File: src/rtl/uart_tx_serializer.sv
// UART transmit serializer: start bit, 8 data bits LSB first, optional parity, stop bit.
// Every serial bit lasts prescale clk cycles (prescale of 0 behaves as 1).
module uart_tx_serializer (
  input  logic       clk,
  input  logic       reset_n,
  input  logic [7:0] p_data,
  input  logic       data_valid,
  input  logic       par_en,
  input  logic       par_typ,
  input  logic [5:0] prescale,
  output logic       tx_out,
  output logic       busy
);

  typedef enum logic [2:0] {
    IDLE   = 3'd0,
    START  = 3'd1,
    DATA   = 3'd2,
    PARITY = 3'd3,
    STOP   = 3'd4
  } state_t;

  state_t     state_r, state_s;
  logic [5:0] cnt_r, cnt_s;
  logic [2:0] idx_r, idx_s;
  logic [2:0] next_idx_s;
  logic [7:0] data_r, data_s;
  logic       par_en_r, par_en_s;
  logic       par_typ_r, par_typ_s;
  logic [5:0] prescale_r, prescale_s;
  logic       tx_r, tx_s;
  logic       busy_r, busy_s;
  logic [5:0] last_cnt_s;
  logic       bit_end_s;

  // Even parity is the XOR of the data bits; odd parity inverts it.
  function automatic logic parity_bit(input logic [7:0] d, input logic odd);
    return (^d) ^ odd;
  endfunction

  // Last edge-counter value of a bit period; prescale of 0 is treated as a 1-cycle bit.
  always_comb begin
    last_cnt_s = 6'd0;
    if (prescale_r == 6'd0) begin
      last_cnt_s = 6'd0;
    end else begin
      last_cnt_s = prescale_r - 6'd1;
    end
    bit_end_s  = (cnt_r == last_cnt_s);
    next_idx_s = idx_r + 3'd1;
  end

  // Next-state, next-output and configuration-latch logic.
  always_comb begin
    state_s    = state_r;
    idx_s      = idx_r;
    data_s     = data_r;
    par_en_s   = par_en_r;
    par_typ_s  = par_typ_r;
    prescale_s = prescale_r;
    tx_s       = tx_r;
    busy_s     = busy_r;
    if (bit_end_s) begin
      cnt_s = 6'd0;
    end else begin
      cnt_s = cnt_r + 6'd1;
    end

    case (state_r)
      IDLE: begin
        cnt_s  = 6'd0;
        idx_s  = 3'd0;
        tx_s   = 1'b1;
        busy_s = 1'b0;
        if (data_valid) begin
          data_s     = p_data;
          par_en_s   = par_en;
          par_typ_s  = par_typ;
          prescale_s = prescale;
          state_s    = START;
          tx_s       = 1'b0;
          busy_s     = 1'b1;
        end else begin
          state_s = IDLE;
        end
      end
      START: begin
        if (bit_end_s) begin
          state_s = DATA;
          idx_s   = 3'd0;
          tx_s    = data_r[0];
        end else begin
          tx_s = 1'b0;
        end
      end
      DATA: begin
        if (bit_end_s) begin
          if (idx_r == 3'd7) begin
            idx_s = 3'd0;
            if (par_en_r) begin
              state_s = PARITY;
              tx_s    = parity_bit(data_r, par_typ_r);
            end else begin
              state_s = STOP;
              tx_s    = 1'b1;
            end
          end else begin
            idx_s = next_idx_s;
            tx_s  = data_r[next_idx_s];
          end
        end else begin
          tx_s = data_r[idx_r];
        end
      end
      PARITY: begin
        if (bit_end_s) begin
          state_s = STOP;
          tx_s    = 1'b1;
        end else begin
          tx_s = parity_bit(data_r, par_typ_r);
        end
      end
      STOP: begin
        tx_s = 1'b1;
        if (bit_end_s) begin
          state_s = IDLE;
          busy_s  = 1'b0;
          cnt_s   = 6'd0;
          idx_s   = 3'd0;
        end else begin
          busy_s = 1'b1;
        end
      end
      default: begin
        state_s = IDLE;
        cnt_s   = 6'd0;
        idx_s   = 3'd0;
        tx_s    = 1'b1;
        busy_s  = 1'b0;
      end
    endcase
  end

  // State, counters, latched frame configuration and registered outputs.
  always_ff @(posedge clk) begin
    if (!reset_n) begin
      state_r    <= IDLE;
      cnt_r      <= 6'd0;
      idx_r      <= 3'd0;
      data_r     <= 8'd0;
      par_en_r   <= 1'b0;
      par_typ_r  <= 1'b0;
      prescale_r <= 6'd0;
      tx_r       <= 1'b1;
      busy_r     <= 1'b0;
    end else begin
      state_r    <= state_s;
      cnt_r      <= cnt_s;
      idx_r      <= idx_s;
      data_r     <= data_s;
      par_en_r   <= par_en_s;
      par_typ_r  <= par_typ_s;
      prescale_r <= prescale_s;
      tx_r       <= tx_s;
      busy_r     <= busy_s;
    end
  end

  assign tx_out = tx_r;
  assign busy   = busy_r;

endmodule

File: config.mk
export PLATFORM = sky130hd
export DESIGN_NAME = uart_tx_serializer
export DESIGN_NICKNAME = d
export VERILOG_FILES = /design/src/rtl/uart_tx_serializer.sv
export SDC_FILE = /design/constraint.sdc
export NUM_CORES = 1
export LEC_CHECK = 0
export ABC_AREA = 1
export CAP_MARGIN = 10
export CELL_PAD_IN_SITES_DETAIL_PLACEMENT = 2
export CELL_PAD_IN_SITES_GLOBAL_PLACEMENT = 2
export CORE_UTILIZATION = 30
export DETAILED_ROUTE_END_ITERATION = 7
export PLACE_DENSITY = 0.9
export RECOVER_POWER = 50
export SYNTH_ARGS = -nofsm -noshare
export SYNTH_HDL_FRONTEND = slang
export SYNTH_SLANG_ARGS = --single-unit
File: constraint.sdc
create_clock -name clk -period 3.2 [get_ports clk]
set_input_delay 0.64 -clock clk [delete_from_list [all_inputs] [get_ports clk]]
set_output_delay 0.64 -clock clk [all_outputs]
set_load 0.02 [all_outputs]
==> impl_metrics.csv <==
group,metric,value,unit
run_status,run_status,"completed",
layout,layout-area-overhead-vs-synth,20.2,%
die,core,5610,µm²
detailed_routing,via_per_inst,5.09,
global_routing,grt_first_pass_wirelength,9.99,mm
worst_setup_path,worst_ep_required_time,3.38,ns
worst_setup_path,timing.critical_path.max_delay_family,"simple AND/OR/NAND/NOR gates",
timing,final-hold-violation-count,0,
detailed_routing,detailedRoute.firstIterationViolations,28,
clocking,ctsRootBufferMaster,"sky130_fd_sc_hd__clkbuf_8",
worst_setup_path,worst_setup_path_start_kind,"flop",
synth,yosysTopAreaCellShare,0.337,
timing,fin_crit,2.49,ns
die,floorplan.die.height,79.1,µm
synth,portion_of_the_post_synthesis_area_used_by_sequential_elements,0.337,
worst_setup_path,critical_path.slowest_cell,"sky130_fd_sc_hd__ha_1",
synth,yosysTopAreaCell,"sky130_fd_sc_hd__dfxtp_1",
layout,layout-drive-gt1-share,0.0399,
synth,synth_cells,278,
hold_path,hold_path_startpoint,"cnt_r[0]$_SDFF_PN0_",
clocking,ctsLongestPathBuffers,2,
worst_setup_path,largest_stage_delay_worst_path,0.31,ns
layout,layout.cells.non_filler,373,
die,initial_utilization,0.318,
timing,report.final.setup_viol,0,
synth,synthesis.yosys.warnings,0,
timing,setup_tns,0,ns
worst_setup_path,r2r_slack,0.71,ns
placement,globalplace.congestion,0.768,
synth,synth.area.top_cells,"sky130_fd_sc_hd__dfxtp_1 (34%), sky130_fd_sc_hd__nand2_1 (12%), sky130_fd_sc_hd__inv_1 (9.7%)",
timing,final-max-slew-violation-count,0,
pwr,power_density,950,nW/µm²
layout,fillers,708,
clocking,cts_inserted_buffers,5,
detailed_routing,drt_drc_violations_left,0,
worst_setup_path,worst_path_most_repeated_cell,"sky130_fd_sc_hd__nand2_1",
worst_setup_path,cp.buffers_inverters,2,
worst_setup_path,crit_type,"reg2reg",
layout,finish.net_count,323,
placement,detailed_place.area,2060,µm²
clocking,cts_hold_fix_bufs,0,
synth,synthesis.nets,301,
global_routing,antenna_found_initial,0,
synth,netlist_area,1780,µm²
timing,fmaxAchievable,402,MHz
placement,pre_cts_slack,0.642,ns
clocking,clock_sinks,30,
worst_setup_path,critical_path_cell_by_cell,"inv_1 -> ha_1 -> nand3_1 -> nand2_1 -> nand2_1 -> nand2_1 -> nand3_1 -> nor2_1 -> nand2_1 -> nand2_4 -> nand2_1 -> o21ai_1 -> inv_1",
clocking,total_setup_buffers_inserted_after_cts,0,
placement,detailedPlacementHpwl,4.21,mm
timing,final_min_period_over_clock_period,0.777,
placement,numPortBuffers,20,
layout,post-route-cell-area,2140,µm²
synth,synth.ff_latch_count,30,
hold_path,holdPathEnd,"cnt_r[0]$_SDFF_PN0_",
global_routing,grt_pass1_vias,2053,
detailed_routing,postRouteAntennaNets,0,
worst_setup_path,r2r-start,"prescale_r[0]$_SDFFE_PN0P_",
worst_setup_path,timing.critical_path.arrival,2.66,ns
timing,timing.hold.ws,0.506,ns
timing,clock_skew,0.0123,ns
timing,max_slew.worst_pin.slew,0.897,ns
worst_setup_path,critical_path_peak_fanout,8,
worst_setup_path,worst_r2r_path_depth,13,
timing,worst_slack,0.713,ns
worst_setup_path,timing.critical_path.to_type,"flop",
synth,number_of_flops_mapped_to_enable_cells_by_yosys,0,
global_routing,overflow,0,
timing,grt_setup_unrepaired,"false",
detailed_routing,dr.pass1.iters,4,
synth,ys_types,23,
die,dieWidth,79.1,µm
worst_setup_path,r2r-end,"state_r[1]$_SDFFE_PN0P_",
synth,post_synth.cell_area_avg,6.41,µm²
detailed_routing,drt_wl_total,5.89,mm
die,design.portCount,21,
hold_path,hp-class,"reg2reg",
layout,multi_input_area,961,µm²
pwr,ir_worst_vdd,0.279,mV
job,maxCapViolCount,0,
pwr,static_leak,0.944,nW
clocking,clock_latency,0.29,ns
synth,synthTopCellsByCount,"sky130_fd_sc_hd__nand2_1 (58), sky130_fd_sc_hd__inv_1 (46), sky130_fd_sc_hd__a21oi_1 (30), sky130_fd_sc_hd__dfxtp_1 (30), sky130_fd_sc_hd__nand3_1 (27)",
layout,insertedDiodeCount,0,
clocking,cts.clk_slew.worst_paths,0.07,ns
clocking,cts_repair_resize_count,0,
synth,synth_top_flop_cell,"sky130_fd_sc_hd__dfxtp_1",
synth,yosys.cell_count.top_type,"sky130_fd_sc_hd__nand2_1",
die,die_area,6250,µm²
synth,async_reset_ff_frac,0,
die,fp-row-count,27,
detailed_routing,routed_wire_length_per_instance,15.8,µm
placement,numPlacedInstances,365,
clocking,cts.htree.levels,2,
timing,worst_slew_margin_rel,0.402,
global_routing,groute.usage.overall,0.210,
detailed_routing,routed-via-count,1899,
hold_path,cell_depth_of_the_worst_hold_path,1,
clocking,cts_tree,"yes",
layout,regArea,601,µm²
global_routing,maximum_number_of_pins_on_one_net_before_global_route_repair,33,
-- power by group --
group	internal [mW]	switching [mW]	leakage, nW	total, mW
sequential	0.481	0.116	0.247	0.597
clock	0.229	0.156	0.0579	0.385
combinational	0.347	0.703	0.639	1.05
-- final cells by class --
cell class	instances	area share
Timing Repair Buffer	21	0.0970
Clock inverter	3	0.0187
Sequential cell	30	0.281
Multi-Input combinational cell	196	0.449
Tap cell	72	0.0421
Clock buffer	5	0.0321
Inverter	46	0.0807
-- through the flow --
step	total power, mW	util
after floorplan	1.37	-
after global placement	1.59	0.367
after detailed placement	1.67	0.367
after CTS	2.10	0.386
after global routing	2.22	0.382
final	2.03	0.382
-- flip-flops by register name, indices dropped and copies added (netlist names) --
| signal | cells |
|---|---|
| data_r | 8 |
| cnt_r | 6 |
| prescale_r | 6 |
| idx_r | 3 |
| state_r | 3 |
| busy | 1 |
| par_en_r | 1 |
| par_typ_r | 1 |
| tx_out | 1 |
-- worst reg2reg max path: cells and delay by family, from the launching register on --
family | cells | cell delay, ns
adder cells (fa/ha/maj) | 1 | 0.31
flip-flops | 1 | 0.30
AO/OA/AOI/OAI | 1 | 0.12
buffers and inverters | 2 | 0.23
AND/OR/NAND/NOR | 9 | 1.42
-- per-layer routing --
| metal | vias up | wire length, µm | GRT usage |
|---|---|---|---|
| met2 | 27 | 2960 | 0.384 |
| met5 | - | 0 | 0 |
| met3 | 9 | 117 | 0.0379 |
| li1 | 937 | - | - |
| met4 | 0 | 112 | 0.0764 |
| met1 | 926 | 2690 | 0.241 |
-- worst max-delay path by stage --
| stage | start | end | slack, ns | cells after the start |
|---|---|---|---|---|
| after global placement | data_valid | prescale_r[0]$_SDFFE_PN0P_ | 0.83 | 6 |
| after global routing | prescale_r[0]$_SDFFE_PN0P_ | state_r[1]$_SDFFE_PN0P_ | 0.42 | 13 |
| after floorplan | prescale_r[0]$_SDFFE_PN0P_ | state_r[1]$_SDFFE_PN0P_ | 1.49 | 15 |
| after CTS | data_valid | prescale_r[3]$_SDFFE_PN0P_ | 0.95 | 6 |
| final | prescale_r[0]$_SDFFE_PN0P_ | state_r[1]$_SDFFE_PN0P_ | 0.71 | 13 |
| after detailed placement | data_valid | prescale_r[3]$_SDFFE_PN0P_ | 0.64 | 6 |
-- cell usage in the layout, fill, tap and decap left out --
| master | n |
|---|---|
| sky130_fd_sc_hd__nand2_1 | 59 |
| sky130_fd_sc_hd__inv_1 | 46 |
| sky130_fd_sc_hd__a21oi_1 | 30 |
| sky130_fd_sc_hd__dfxtp_1 | 30 |
| sky130_fd_sc_hd__nand3_1 | 29 |
| sky130_fd_sc_hd__nor2_1 | 26 |
| sky130_fd_sc_hd__o21ai_0 | 24 |
| sky130_fd_sc_hd__clkdlybuf4s50_1 | 17 |
| sky130_fd_sc_hd__xor2_1 | 5 |
| sky130_fd_sc_hd__clkbuf_8 | 5 |
| sky130_fd_sc_hd__o21ai_1 | 4 |
| sky130_fd_sc_hd__ha_1 | 4 |
| sky130_fd_sc_hd__dlygate4sd3_1 | 3 |
| sky130_fd_sc_hd__nor3_1 | 2 |
| sky130_fd_sc_hd__nand4_1 | 2 |
| sky130_fd_sc_hd__nand3b_1 | 2 |
| sky130_fd_sc_hd__o211ai_1 | 2 |
| sky130_fd_sc_hd__a211oi_1 | 2 |
| sky130_fd_sc_hd__clkinv_2 | 2 |
| sky130_fd_sc_hd__nor2_2 | 1 |
| sky130_fd_sc_hd__nor2_4 | 1 |
| sky130_fd_sc_hd__nand2_4 | 1 |
| sky130_fd_sc_hd__o21bai_1 | 1 |
| sky130_fd_sc_hd__xnor2_1 | 1 |
| sky130_fd_sc_hd__bufinv_16 | 1 |
| sky130_fd_sc_hd__buf_4 | 1 |
-- cells by family after synthesis --
group	Yosys count	synth area share
compound gates	63	0.184
xor+xnor	6	0.0295
fa+ha+maj	4	0.0281
buf+inv	52	0.110
flops	30	0.337
simple gates	123	0.312
(Power assumes the default switching activity.)
